$ cat src/rtl/uart_pkg.sv
// -----------------------------------------------------------------------------
// uart_pkg
// Shared types and helpers for the buffered UART transmitter.
//   tx_state_t  : transmitter FSM state encoding (2 bits)
//   LINE_IDLE   : line level while idle / during the stop bit
//   LINE_START  : line level during the start bit
//   DATA_BITS   : payload bits per frame (8N1)
//   baud_div()  : clock cycles per bit, truncating integer division
// -----------------------------------------------------------------------------
package uart_pkg;

    typedef enum logic [1:0] {
        IDLE  = 2'd0,
        START = 2'd1,
        DATA  = 2'd2,
        STOP  = 2'd3
    } tx_state_t;

    localparam logic LINE_IDLE  = 1'b1;
    localparam logic LINE_START = 1'b0;
    localparam int   DATA_BITS  = 8;

    // Cycles per bit; the remainder is deliberately discarded.
    function automatic int baud_div(input int clk_hz, input int baud);
        return clk_hz / baud;
    endfunction

endpackage

$ cat src/rtl/sync_fifo.sv
// -----------------------------------------------------------------------------
// sync_fifo
// Single-clock FIFO with occupancy count. Pushes while full and pops while
// empty are ignored; the caller owns any overflow reporting.
// Ports:
//   clk      in   clock
//   reset    in   synchronous active-low reset (pointers and level cleared)
//   push     in   enqueue wr_data (ignored when full)
//   wr_data  in   WIDTH  data to enqueue
//   pop      in   dequeue the head (ignored when empty)
//   rd_data  out  WIDTH  current head entry
//   level    out  $clog2(DEPTH+1)  occupancy
//   full     out  level == DEPTH
//   empty    out  level == 0
// -----------------------------------------------------------------------------
module sync_fifo #(
    parameter int WIDTH = 8,
    parameter int DEPTH = 8
) (
    input  logic                         clk,
    input  logic                         reset,
    input  logic                         push,
    input  logic [WIDTH-1:0]             wr_data,
    input  logic                         pop,
    output logic [WIDTH-1:0]             rd_data,
    output logic [$clog2(DEPTH+1)-1:0]   level,
    output logic                         full,
    output logic                         empty
);

    localparam int AW = $clog2(DEPTH);
    localparam int LW = $clog2(DEPTH + 1);
    localparam logic [LW-1:0] LVL_FULL = LW'(DEPTH);

    logic [WIDTH-1:0] mem_r [DEPTH];
    logic [AW-1:0]    wr_ptr_r;
    logic [AW-1:0]    rd_ptr_r;
    logic [LW-1:0]    level_r;
    logic             push_ok_s;
    logic             pop_ok_s;

    // Full/empty come from the registered level so status never depends on
    // this cycle's push or pop.
    assign full      = (level_r == LVL_FULL);
    assign empty     = (level_r == {LW{1'b0}});
    assign level     = level_r;
    assign rd_data   = mem_r[rd_ptr_r];
    assign push_ok_s = push & ~full;
    assign pop_ok_s  = pop & ~empty;

    // Storage array; data needs no reset because level guards every read.
    always_ff @(posedge clk) begin
        if (reset && push_ok_s) begin
            mem_r[wr_ptr_r] <= wr_data;
        end
    end

    // Pointers wrap naturally because DEPTH is a power of two.
    always_ff @(posedge clk) begin
        if (!reset) begin
            wr_ptr_r <= {AW{1'b0}};
            rd_ptr_r <= {AW{1'b0}};
            level_r  <= {LW{1'b0}};
        end else begin
            if (push_ok_s) begin
                wr_ptr_r <= wr_ptr_r + AW'(1);
            end
            if (pop_ok_s) begin
                rd_ptr_r <= rd_ptr_r + AW'(1);
            end
            case ({push_ok_s, pop_ok_s})
                2'b10:   level_r <= level_r + LW'(1);
                2'b01:   level_r <= level_r - LW'(1);
                default: level_r <= level_r;
            endcase
        end
    end

endmodule

$ cat src/rtl/uart_tx_fifo.sv
// -----------------------------------------------------------------------------
// uart_tx_fifo
// Buffered 8N1 UART transmitter. Bytes stored by the CPU are queued in a
// FIFO and serialised LSB first at CLK_FREQ_HZ/BAUD cycles per bit.
// Ports:
//   clk       in   system clock
//   reset     in   synchronous active-low reset
//   wr_en     in   one-cycle write strobe
//   wr_data   in   8  byte to enqueue
//   full      out  FIFO holds FIFO_DEPTH entries
//   level     out  $clog2(FIFO_DEPTH+1)  FIFO occupancy (excludes byte on line)
//   busy      out  transmitter active or bytes pending
//   overflow  out  sticky: a write arrived while full
//   txd       out  registered serial line, idle high
// -----------------------------------------------------------------------------
module uart_tx_fifo
    import uart_pkg::*;
#(
    parameter int CLK_FREQ_HZ = 12_000_000,
    parameter int BAUD        = 115_200,
    parameter int FIFO_DEPTH  = 8
) (
    input  logic                              clk,
    input  logic                              reset,
    input  logic                              wr_en,
    input  logic [7:0]                        wr_data,
    output logic                              full,
    output logic [$clog2(FIFO_DEPTH+1)-1:0]   level,
    output logic                              busy,
    output logic                              overflow,
    output logic                              txd
);

    localparam int DIV   = baud_div(CLK_FREQ_HZ, BAUD);
    // Guarded so an illegal DIV reaches the elaboration error below instead
    // of a zero-width vector.
    localparam int CNT_W = (DIV > 2) ? $clog2(DIV) : 1;
    localparam logic [CNT_W-1:0] CNT_LAST = CNT_W'(DIV - 1);
    localparam logic [2:0]       BIT_LAST = 3'(DATA_BITS - 1);

    generate
        if (DIV < 2) begin : g_div_check
            $error("uart_tx_fifo: CLK_FREQ_HZ/BAUD must be at least 2");
        end
        if ((FIFO_DEPTH < 2) || ((FIFO_DEPTH & (FIFO_DEPTH - 1)) != 0)) begin : g_depth_check
            $error("uart_tx_fifo: FIFO_DEPTH must be a power of two >= 2");
        end
    endgenerate

    tx_state_t        state_r;
    tx_state_t        state_next_s;
    logic [CNT_W-1:0] cnt_r;
    logic [CNT_W-1:0] cnt_next_s;
    logic [2:0]       bit_idx_r;
    logic [2:0]       bit_idx_next_s;
    logic [7:0]       shift_r;
    logic [7:0]       shift_next_s;
    logic             txd_r;
    logic             txd_next_s;
    logic             overflow_r;
    logic             pop_s;
    logic             period_end_s;
    logic             fifo_full_s;
    logic             fifo_empty_s;
    logic [7:0]       fifo_rd_data_s;

    sync_fifo #(
        .WIDTH (8),
        .DEPTH (FIFO_DEPTH)
    ) u_fifo (
        .clk     (clk),
        .reset   (reset),
        .push    (wr_en),
        .wr_data (wr_data),
        .pop     (pop_s),
        .rd_data (fifo_rd_data_s),
        .level   (level),
        .full    (fifo_full_s),
        .empty   (fifo_empty_s)
    );

    assign period_end_s = (cnt_r == CNT_LAST);
    assign full         = fifo_full_s;
    assign busy         = (state_r != IDLE) | ~fifo_empty_s;
    assign overflow     = overflow_r;
    assign txd          = txd_r;

    // Next-state, datapath and next line level for the transmitter FSM.
    always_comb begin
        state_next_s   = state_r;
        cnt_next_s     = cnt_r;
        bit_idx_next_s = bit_idx_r;
        shift_next_s   = shift_r;
        pop_s          = 1'b0;
        txd_next_s     = LINE_IDLE;

        case (state_r)
            IDLE: begin
                cnt_next_s = {CNT_W{1'b0}};
                if (!fifo_empty_s) begin
                    pop_s        = 1'b1;
                    shift_next_s = fifo_rd_data_s;
                    state_next_s = START;
                end else begin
                    state_next_s = IDLE;
                end
            end
            START: begin
                if (period_end_s) begin
                    cnt_next_s     = {CNT_W{1'b0}};
                    bit_idx_next_s = 3'd0;
                    state_next_s   = DATA;
                end else begin
                    cnt_next_s = cnt_r + CNT_W'(1);
                end
            end
            DATA: begin
                if (period_end_s) begin
                    cnt_next_s   = {CNT_W{1'b0}};
                    shift_next_s = {1'b0, shift_r[7:1]};
                    if (bit_idx_r == BIT_LAST) begin
                        bit_idx_next_s = 3'd0;
                        state_next_s   = STOP;
                    end else begin
                        bit_idx_next_s = bit_idx_r + 3'd1;
                    end
                end else begin
                    cnt_next_s = cnt_r + CNT_W'(1);
                end
            end
            STOP: begin
                if (period_end_s) begin
                    cnt_next_s = {CNT_W{1'b0}};
                    // Chain straight into the next start bit when data waits.
                    if (!fifo_empty_s) begin
                        pop_s        = 1'b1;
                        shift_next_s = fifo_rd_data_s;
                        state_next_s = START;
                    end else begin
                        state_next_s = IDLE;
                    end
                end else begin
                    cnt_next_s = cnt_r + CNT_W'(1);
                end
            end
            default: begin
                cnt_next_s     = {CNT_W{1'b0}};
                bit_idx_next_s = 3'd0;
                state_next_s   = IDLE;
            end
        endcase

        // Line level follows the state being entered so txd can be a plain
        // register with no combinational path from the write port.
        case (state_next_s)
            IDLE:    txd_next_s = LINE_IDLE;
            START:   txd_next_s = LINE_START;
            DATA:    txd_next_s = shift_next_s[0];
            STOP:    txd_next_s = LINE_IDLE;
            default: txd_next_s = LINE_IDLE;
        endcase
    end

    // Transmitter state, counters, shifter, line and sticky overflow.
    always_ff @(posedge clk) begin
        if (!reset) begin
            state_r    <= IDLE;
            cnt_r      <= {CNT_W{1'b0}};
            bit_idx_r  <= 3'd0;
            shift_r    <= 8'h00;
            txd_r      <= LINE_IDLE;
            overflow_r <= 1'b0;
        end else begin
            state_r    <= state_next_s;
            cnt_r      <= cnt_next_s;
            bit_idx_r  <= bit_idx_next_s;
            shift_r    <= shift_next_s;
            txd_r      <= txd_next_s;
            // Uses the registered full, so a same-cycle pop does not rescue
            // the write.
            overflow_r <= overflow_r | (wr_en & fifo_full_s);
        end
    end

endmodule
$ cat config.mk
export PLATFORM = sky130hd
export DESIGN_NAME = uart_tx_fifo
export DESIGN_NICKNAME = d
export VERILOG_FILES = /design/src/rtl/uart_pkg.sv /design/src/rtl/sync_fifo.sv /design/src/rtl/uart_tx_fifo.sv
export SDC_FILE = /design/constraint.sdc
export NUM_CORES = 1
export LEC_CHECK = 0
export ABC_AREA = 1
export ABC_CLOCK_PERIOD_IN_PS = 2050
export BUFFER_PORTS_ARGS = -buffer_cell sky130_fd_sc_hd__buf_2
export CORE_UTILIZATION = 50
export DETAILED_ROUTE_END_ITERATION = 12
export PLACE_DENSITY = 0.69
export SETUP_SLACK_MARGIN = 0.5
export SLEW_MARGIN = 20
export SYNTH_ARGS = -nofsm -noshare
export SYNTH_HDL_FRONTEND = slang
export SYNTH_SLANG_ARGS = --single-unit
$ cat constraint.sdc
create_clock -name clk -period 2.05 [get_ports clk]
set_input_delay 0.5125 -clock clk [delete_from_list [all_inputs] [get_ports clk]]
set_output_delay 0.5125 -clock clk [all_outputs]
set_load 0.02 [all_outputs]
Word-level counts from Yosys, hierarchy flattened
Memories as Yosys holds them, arrays and structs flattened. A register that Yosys moved wholly into a read port is not among the register bits. Cells that the tools add are included.

Logic and storage cells: 75. Bits in read-only memories: 0. Output and inout bits: 8. Memory bits (writable): 64. Bits in latches: 0. Bits of input ports: 11. Memories kept: 1. Register bits after elaboration: 32.

Memory list: u_fifo.mem_r (depth 8, width 8, read ports 1, clocked after memory_dff 1, write ports 1, RTL line sync_fifo.sv:35) `logic [WIDTH-1:0] mem_r [DEPTH];`.

$lt $le $gt $ge: 0. Eq/ne operators: 14. Muxes and demuxes: 25. Reduce and logical (&&, ||, !) cells: 12. Shift-type cells: 0. Divide/modulo/power cells: 0. Add/sub/neg operators: 6. $mul: 0. Bitwise gates (word level): 7.

Operators with widths (count): $mux W8 (3); $pmux W8 S3 (1); $mux W3 (5); $pmux W7 S2 (1); $eq A2 B2 Y1 const B (5); $add A3 B1 Y3 const B (3); $mux W2 (4); $pmux W2 S4 (1); $pmux W4 S2 (1); $add A7 B1 Y7 const B (1); $eq A7 B7 Y1 const B (1); $mux W7 (1); $eq A2 B1 Y1 const B (3); $ne A2 B2 Y1 const B (3); $pmux W3 S2 (1); $reduce_and A3 Y1 (2); $reduce_bool A2 Y1 (3); $mux W1 (5); $add A4 B1 Y4 const B (1); $eq A4 B4 Y1 const B (1); $logic_not A2 Y1 (2); $logic_not A4 Y1 (1); $sub A4 B1 Y4 const B (1); $and A1 B1 Y1 (3); other kinds (9) (11).

Logic depth before layout (Yosys ltp)
Depth in word-level cells: 7. Depth in mapped cells: 15. Gate-level depth less buffers: 14.

Modules after synthesis
A second synthesis with hierarchy kept.

Cell total of the unflattened synthesis: 466. Area, all modules: 4506.8 um2.

Modules (own cells, without submodules): sync_fifo (times used 1, area an instance 3198.1 um2, sequential area each 2182.1 um2, cells an instance 290); uart_tx_fifo (times used 1, area an instance 1308.8 um2, sequential area each 440.4 um2, cells an instance 176).

Worst setup path before layout
No wires, ideal clock.

Kind: register to register. Start: register u_fifo.level_r[2] (netlist: u_fifo.level[2]). End: register u_fifo.level_r[3] (netlist: u_fifo.level[3]). Period minus slack after synthesis: 2179 ps. Arrival: 2059 ps. Library setup time: 119 ps. Setup slack: -129 ps. Stages on the path, launching flop included: 15. Buffers on the path: 1. Data required time: 1931 ps. Path through: dfxtp_1 -> inv_1 -> nand3_1 -> buf_4 -> nand2_1 -> nand2_2 -> nand2_2 -> inv_1 -> ha_1 -> xor2_1 -> nand3_1 -> a21oi_1 -> o21ai_1 -> o21ai_0 -> a21oi_1.

Word-level cells in the longest chain between the ends: 7. Elaborated cells on any way between the ends: 15. Classes of those cells: add/sub (2); eq/ne (3); mux (4); bitwise (4); reduce/logical (2).

Ends and longest elaborated chain: from (decl) (RTL line sync_fifo.sv:38) `logic [LW-1:0] level_r;`; from (signal assigned) (RTL line sync_fifo.sv:63) `level_r <= {LW{1'b0}};`; from (signal assigned) (RTL line sync_fifo.sv:72) `2'b10: level_r <= level_r + LW'(1);`; from (signal assigned) (RTL line sync_fifo.sv:73) `2'b01: level_r <= level_r - LW'(1);`; $logic_not A4 Y1 (*) (RTL line sync_fifo.sv:45) `assign empty = (level_r == {LW{1'b0}});`; $mux W1 (RTL line uart_tx_fifo.sv:100, uart_tx_fifo.sv:135); $mux W1 (RTL line uart_tx_fifo.sv:132) `if (period_end_s) begin`; $pmux W1 S2 (RTL line uart_tx_fifo.sv:97) `case (state_r)`; $and A1 B1 Y1 (*) (RTL line sync_fifo.sv:49) `assign pop_ok_s = pop & ~empty;`; named net u_fifo.pop_ok_s (RTL line sync_fifo.sv:40) `logic pop_ok_s;`; $eq A2 B1 Y1 or $eq A2 B2 Y1 (tied branches) (RTL line sync_fifo.sv:71) `case ({push_ok_s, pop_ok_s})`; $pmux W4 S2 or $reduce_bool A2 Y1 (tied branches).

Mark *: on every way through the listed nets, which the timed path passes. The rest lies on a longest branch. A chain may end at the register's enable or synchronous reset.

Final worst setup path
Start: register cnt_r[0]. End: register u_fifo.level_r[2] (netlist: u_fifo.level[2]).

Word-level cells in the longest chain between the ends: 6. Elaborated cells on any way between the ends: 8. Classes of those cells: eq/ne (3); mux (3); bitwise (1); reduce/logical (1).

Ends and longest elaborated chain: from (decl) (RTL line uart_tx_fifo.sv:52) `logic [CNT_W-1:0] cnt_r;`; from (signal assigned) (RTL line uart_tx_fifo.sv:168) `cnt_r <= {CNT_W{1'b0}};`; from (signal assigned) (RTL line uart_tx_fifo.sv:175) `cnt_r <= cnt_next_s;`; $eq A7 B7 Y1 (*) (RTL line uart_tx_fifo.sv:82) `assign period_end_s = (cnt_r == CNT_LAST);`; $mux W1 (*) (RTL line uart_tx_fifo.sv:132); $pmux W1 S2 (*) (RTL line uart_tx_fifo.sv:97); $and A1 B1 Y1 (*) (RTL line sync_fifo.sv:49); named net u_fifo.pop_ok_s (RTL line sync_fifo.sv:40); $eq A2 B1 Y1 or $eq A2 B2 Y1 (tied branches) (RTL line sync_fifo.sv:71); $pmux W4 S2 or $reduce_bool A2 Y1 (tied branches); to (signal assigned) (RTL line sync_fifo.sv:72); to (signal assigned) (RTL line sync_fifo.sv:73); to (signal assigned) (RTL line sync_fifo.sv:74) `default: level_r <= level_r;`.

Marked as above.

==> metrics.md <==
| Metric | Value |
|---|---|
| Post-DRT Antenna Nets | 0 |
| Max stage delay cell, worst path | dfxtp_2 |
| Worst Setup Slack, final | 0.1048 ns |
| Tot GR Track Use | about 23% |
| CP Class | reg -> reg |
| Worst-path maximum fanout | 3 |
| Synthesized area | 0.004394 mm² |
| CP max stage delay | 0.37 ns |
| First-pass GRT wire length | 15330 µm |
| CP endpoint kind | flip-flop |
| First-pass DRT Iterations | 4 |
| Status | finished, final reports clean |
| Fmax | 0.5141 GHz |
| Commonest non-fill, non-tap cell in the layout | nand2_1 |
| CTS Sinks | 99 |
| Arr. time, crit path | 2.21 ns |
| Wire per inst | 15.27 µm |
| Synthesis-stage register bit count | between 90 and 100 |
| N_diodes | 0 |
| Rows | 33 |
| Total power | 6572 µW |
| GPL Wtd Cong | 0.8979 |
| Seq/Total Area, Yosys | 59.68% |
| Cell variety after synth | 30 |
| Die Ht | 95.75 µm |
| Pins Over Slew Limit | 0 |
| Layout Skew | 0.01119 ns |
| 1st-iter DRT viols | 284 |
| Die ar. | 0.009167 mm² |
| Die X | ~96 µm |
| Cell Chain, Critical Path | ha_4 > nand3_4 > nor2_4 > nand3_2 > nand2_4 > nand2_4 > inv_4 > ha_4 > xor2_2 > ha_2 > a21oi_2 > xnor2_1 > o21ai_1 > inv_1 |
| Starting Density | between 50 and 60% |
| CTS Buf Count | 9 |
| Most frequent cells in the layout | nand2_1, edfxtp_1, nor2_1 |
| Synth-to-layout area growth | 26.45% |
| Initial antenna violation count | 0 |
| Hpwl dp | approximately 5900 µm |
| Leak | 0.002134 µW |
| Via density | 5.283 |
| CTS H-tree lvls | 3 |
| Layout Utilization | between 60% and 70% |
| Filler Cell Count | 640 |
| Nets | between 500 and 600 |
| Final number of hold-violating endpoints | 0 |
| Total grt overflow | 0 |
| DRC | 0 |
| Tmin final | 1.945 ns |
| Place WS | between 0.01 and 0.015 ns |
| Via count | around 3400 |
| Largest net degree at the start of global routing | 33 |
| Post-synth EDFFs | 64 |
| CP Launch Type | flip-flop |
| Slew margin rel. | 62.96% |
| Share of cells above drive strength 1 | 29.43% |
| Peak VDD IR | 0.9979 mV |
| CTS root buf | clkbuf_8 |
| Max-Cap Viols | 0 |
| Syn nets | 487 |
| Final WL | ~9700 µm |
| Final setup viols | 0 |
| Worst slew pin tran | between 0.5 and 0.6 ns |
| Worst EP required | between 2 and 2.5 ns |
| Yosys warning count | 0 |
| Pwr per Cell Area | 1183 mW/mm² |
| Core area | 0.008341 mm² |
| Syn Area/Cell | approximately 9.5 µm² |
| Async SR Flop Fraction | 0% |
| PortBufs | 18 |
| Fin crit share | 94.89% |
| Vias in the first global route | 3166 |
| Reg clk slew, reported paths | 0.11 ns |
| Worst Hold Class | in -> reg |
| Post-Syn Instances | 461 |
| I/O pins | 19 |
| Latest clock arrival within the worst-skew pair | 0.37 ns |
| CTS tree | built |
| Max Buffers Root-to-Sink | 2 |
| RSZ-0062 raised after global routing | true |
| Post-synth top flop | edfxtp_1 |
## logic make-up (layout without fill, tap and decap cells)
| group | Yosys count | after routing | synth area share, % |
|---|---|---|---|
| compound gates | 77 | 77 | 9.454 |
| xor+xnor | 5 | 5 | 0.9968 |
| fa+ha+maj | 15 | 15 | 4.271 |
| buf+inv | 59 | 128 | 5.865 |
| flops | 99 | 99 | 59.68 |
| simple gates | 206 | 206 | 19.73 |
## what timing repair did
item                       CTS  global route
buffers inserted            23            10
resized for setup           25            38
hold buffers                 0             0
pin swaps                   14             9
setup endpoints to repair   80            88
## worst max-delay path, delay by kind of cell (launching register included)
| family | cells | cell delay (ns) |
|---|---|---|
| flip-flops | 1 | 0.37 |
| adder cells (fa/ha/maj) | 3 | 0.52 |
| AO/OA/AOI/OAI | 2 | 0.17 |
| buffers and inverters | 2 | 0.11 |
| XOR/XNOR | 2 | 0.27 |
| AND/OR/NAND/NOR | 5 | 0.42 |
## metrics by stage
| step | area [µm²] | std cells | setup TNS (ns) | hold WS, ns |
|---|---|---|---|---|
| final | 5557 | 635 | 0 | 0.4038 |
| after global routing | 5557 | 635 | -0.07268 | 0.3997 |
| after CTS | 5359 | 625 | 0 | 0.3928 |
| after detailed placement | 4856 | 586 | 0 | 0.4343 |
| after global placement | 4856 | 586 | 0 | 0.4263 |
| after floorplan | 4577 | 461 | 0 | 0.4188 |
## final timing paths
check / start / to / slack [ns] / cells after the start
worst max-delay path: cnt_r[0] / u_fifo.level[2] / 0.10 / 14
worst min-delay path: wr_data[1] / u_fifo.mem_r[1][1] / 0.40 / 1
worst max register to register: cnt_r[0] / u_fifo.level[2] / 0.10 / 14
worst min register to register: overflow / overflow / 0.45 / 2
## where the power goes
group / internal [µW] / leakage (µW) / switching [µW]
Sequential: 2340 / 0.000868 / 153
Clock: 598 / 0.000106 / 743
Combinational: 1110 / 0.00116 / 1630
Total: 4050 / 0.00213 / 2520
## synthesized netlist by cell type, types with 5 or more instances
cell type	n	area (µm²)
inv_1	40	150.1
buf_2	5	25.02
ha_1	15	187.7
o21ai_1	15	75.07
o21ai_0	24	120.1
nor2_1	61	229.0
edfxtp_1	64	1922
a21oi_1	21	105.1
dfxtp_1	35	700.7
nand2_1	100	375.4
nor3_1	7	35.03
nand3_1	27	135.1
o22ai_1	12	75.07
inv_2	6	22.52
## flip-flops by register name, summed over array words and instances, names as in the netlist, named ones only
name	count
txd	1
bit_idx_r	3
u_fifo.wr_ptr_r	3
u_fifo.rd_ptr_r	3
state_r	2
overflow	1
u_fifo.level	4
cnt_r	7
u_fifo.mem_r	64
shift_r	8
## layer usage
metal  vias to the layer above  share of wire (%)  global-route usage (%)
met5                         -                  0                       0
met4                         0                2.5                   9.577
met3                        22                5.4                   4.502
met2                        89                 50                   36.13
met1                      1578                 42                   30.81
li1                       1666                  -                       -
## area by class of cell
cell class	count	area, µm²	area share (%)
Clock buffer	9	123.9	2.229
Clock inverter	7	88.84	1.599
Inverter	47	193.9	3.490
Multi-Input combinational cell	303	1809	32.56
Sequential cell	99	2643	47.56
Tap cell	105	131.4	2.364
Timing Repair Buffer	65	566.8	10.20
Note: power is estimated with default switching activity, not from simulation.
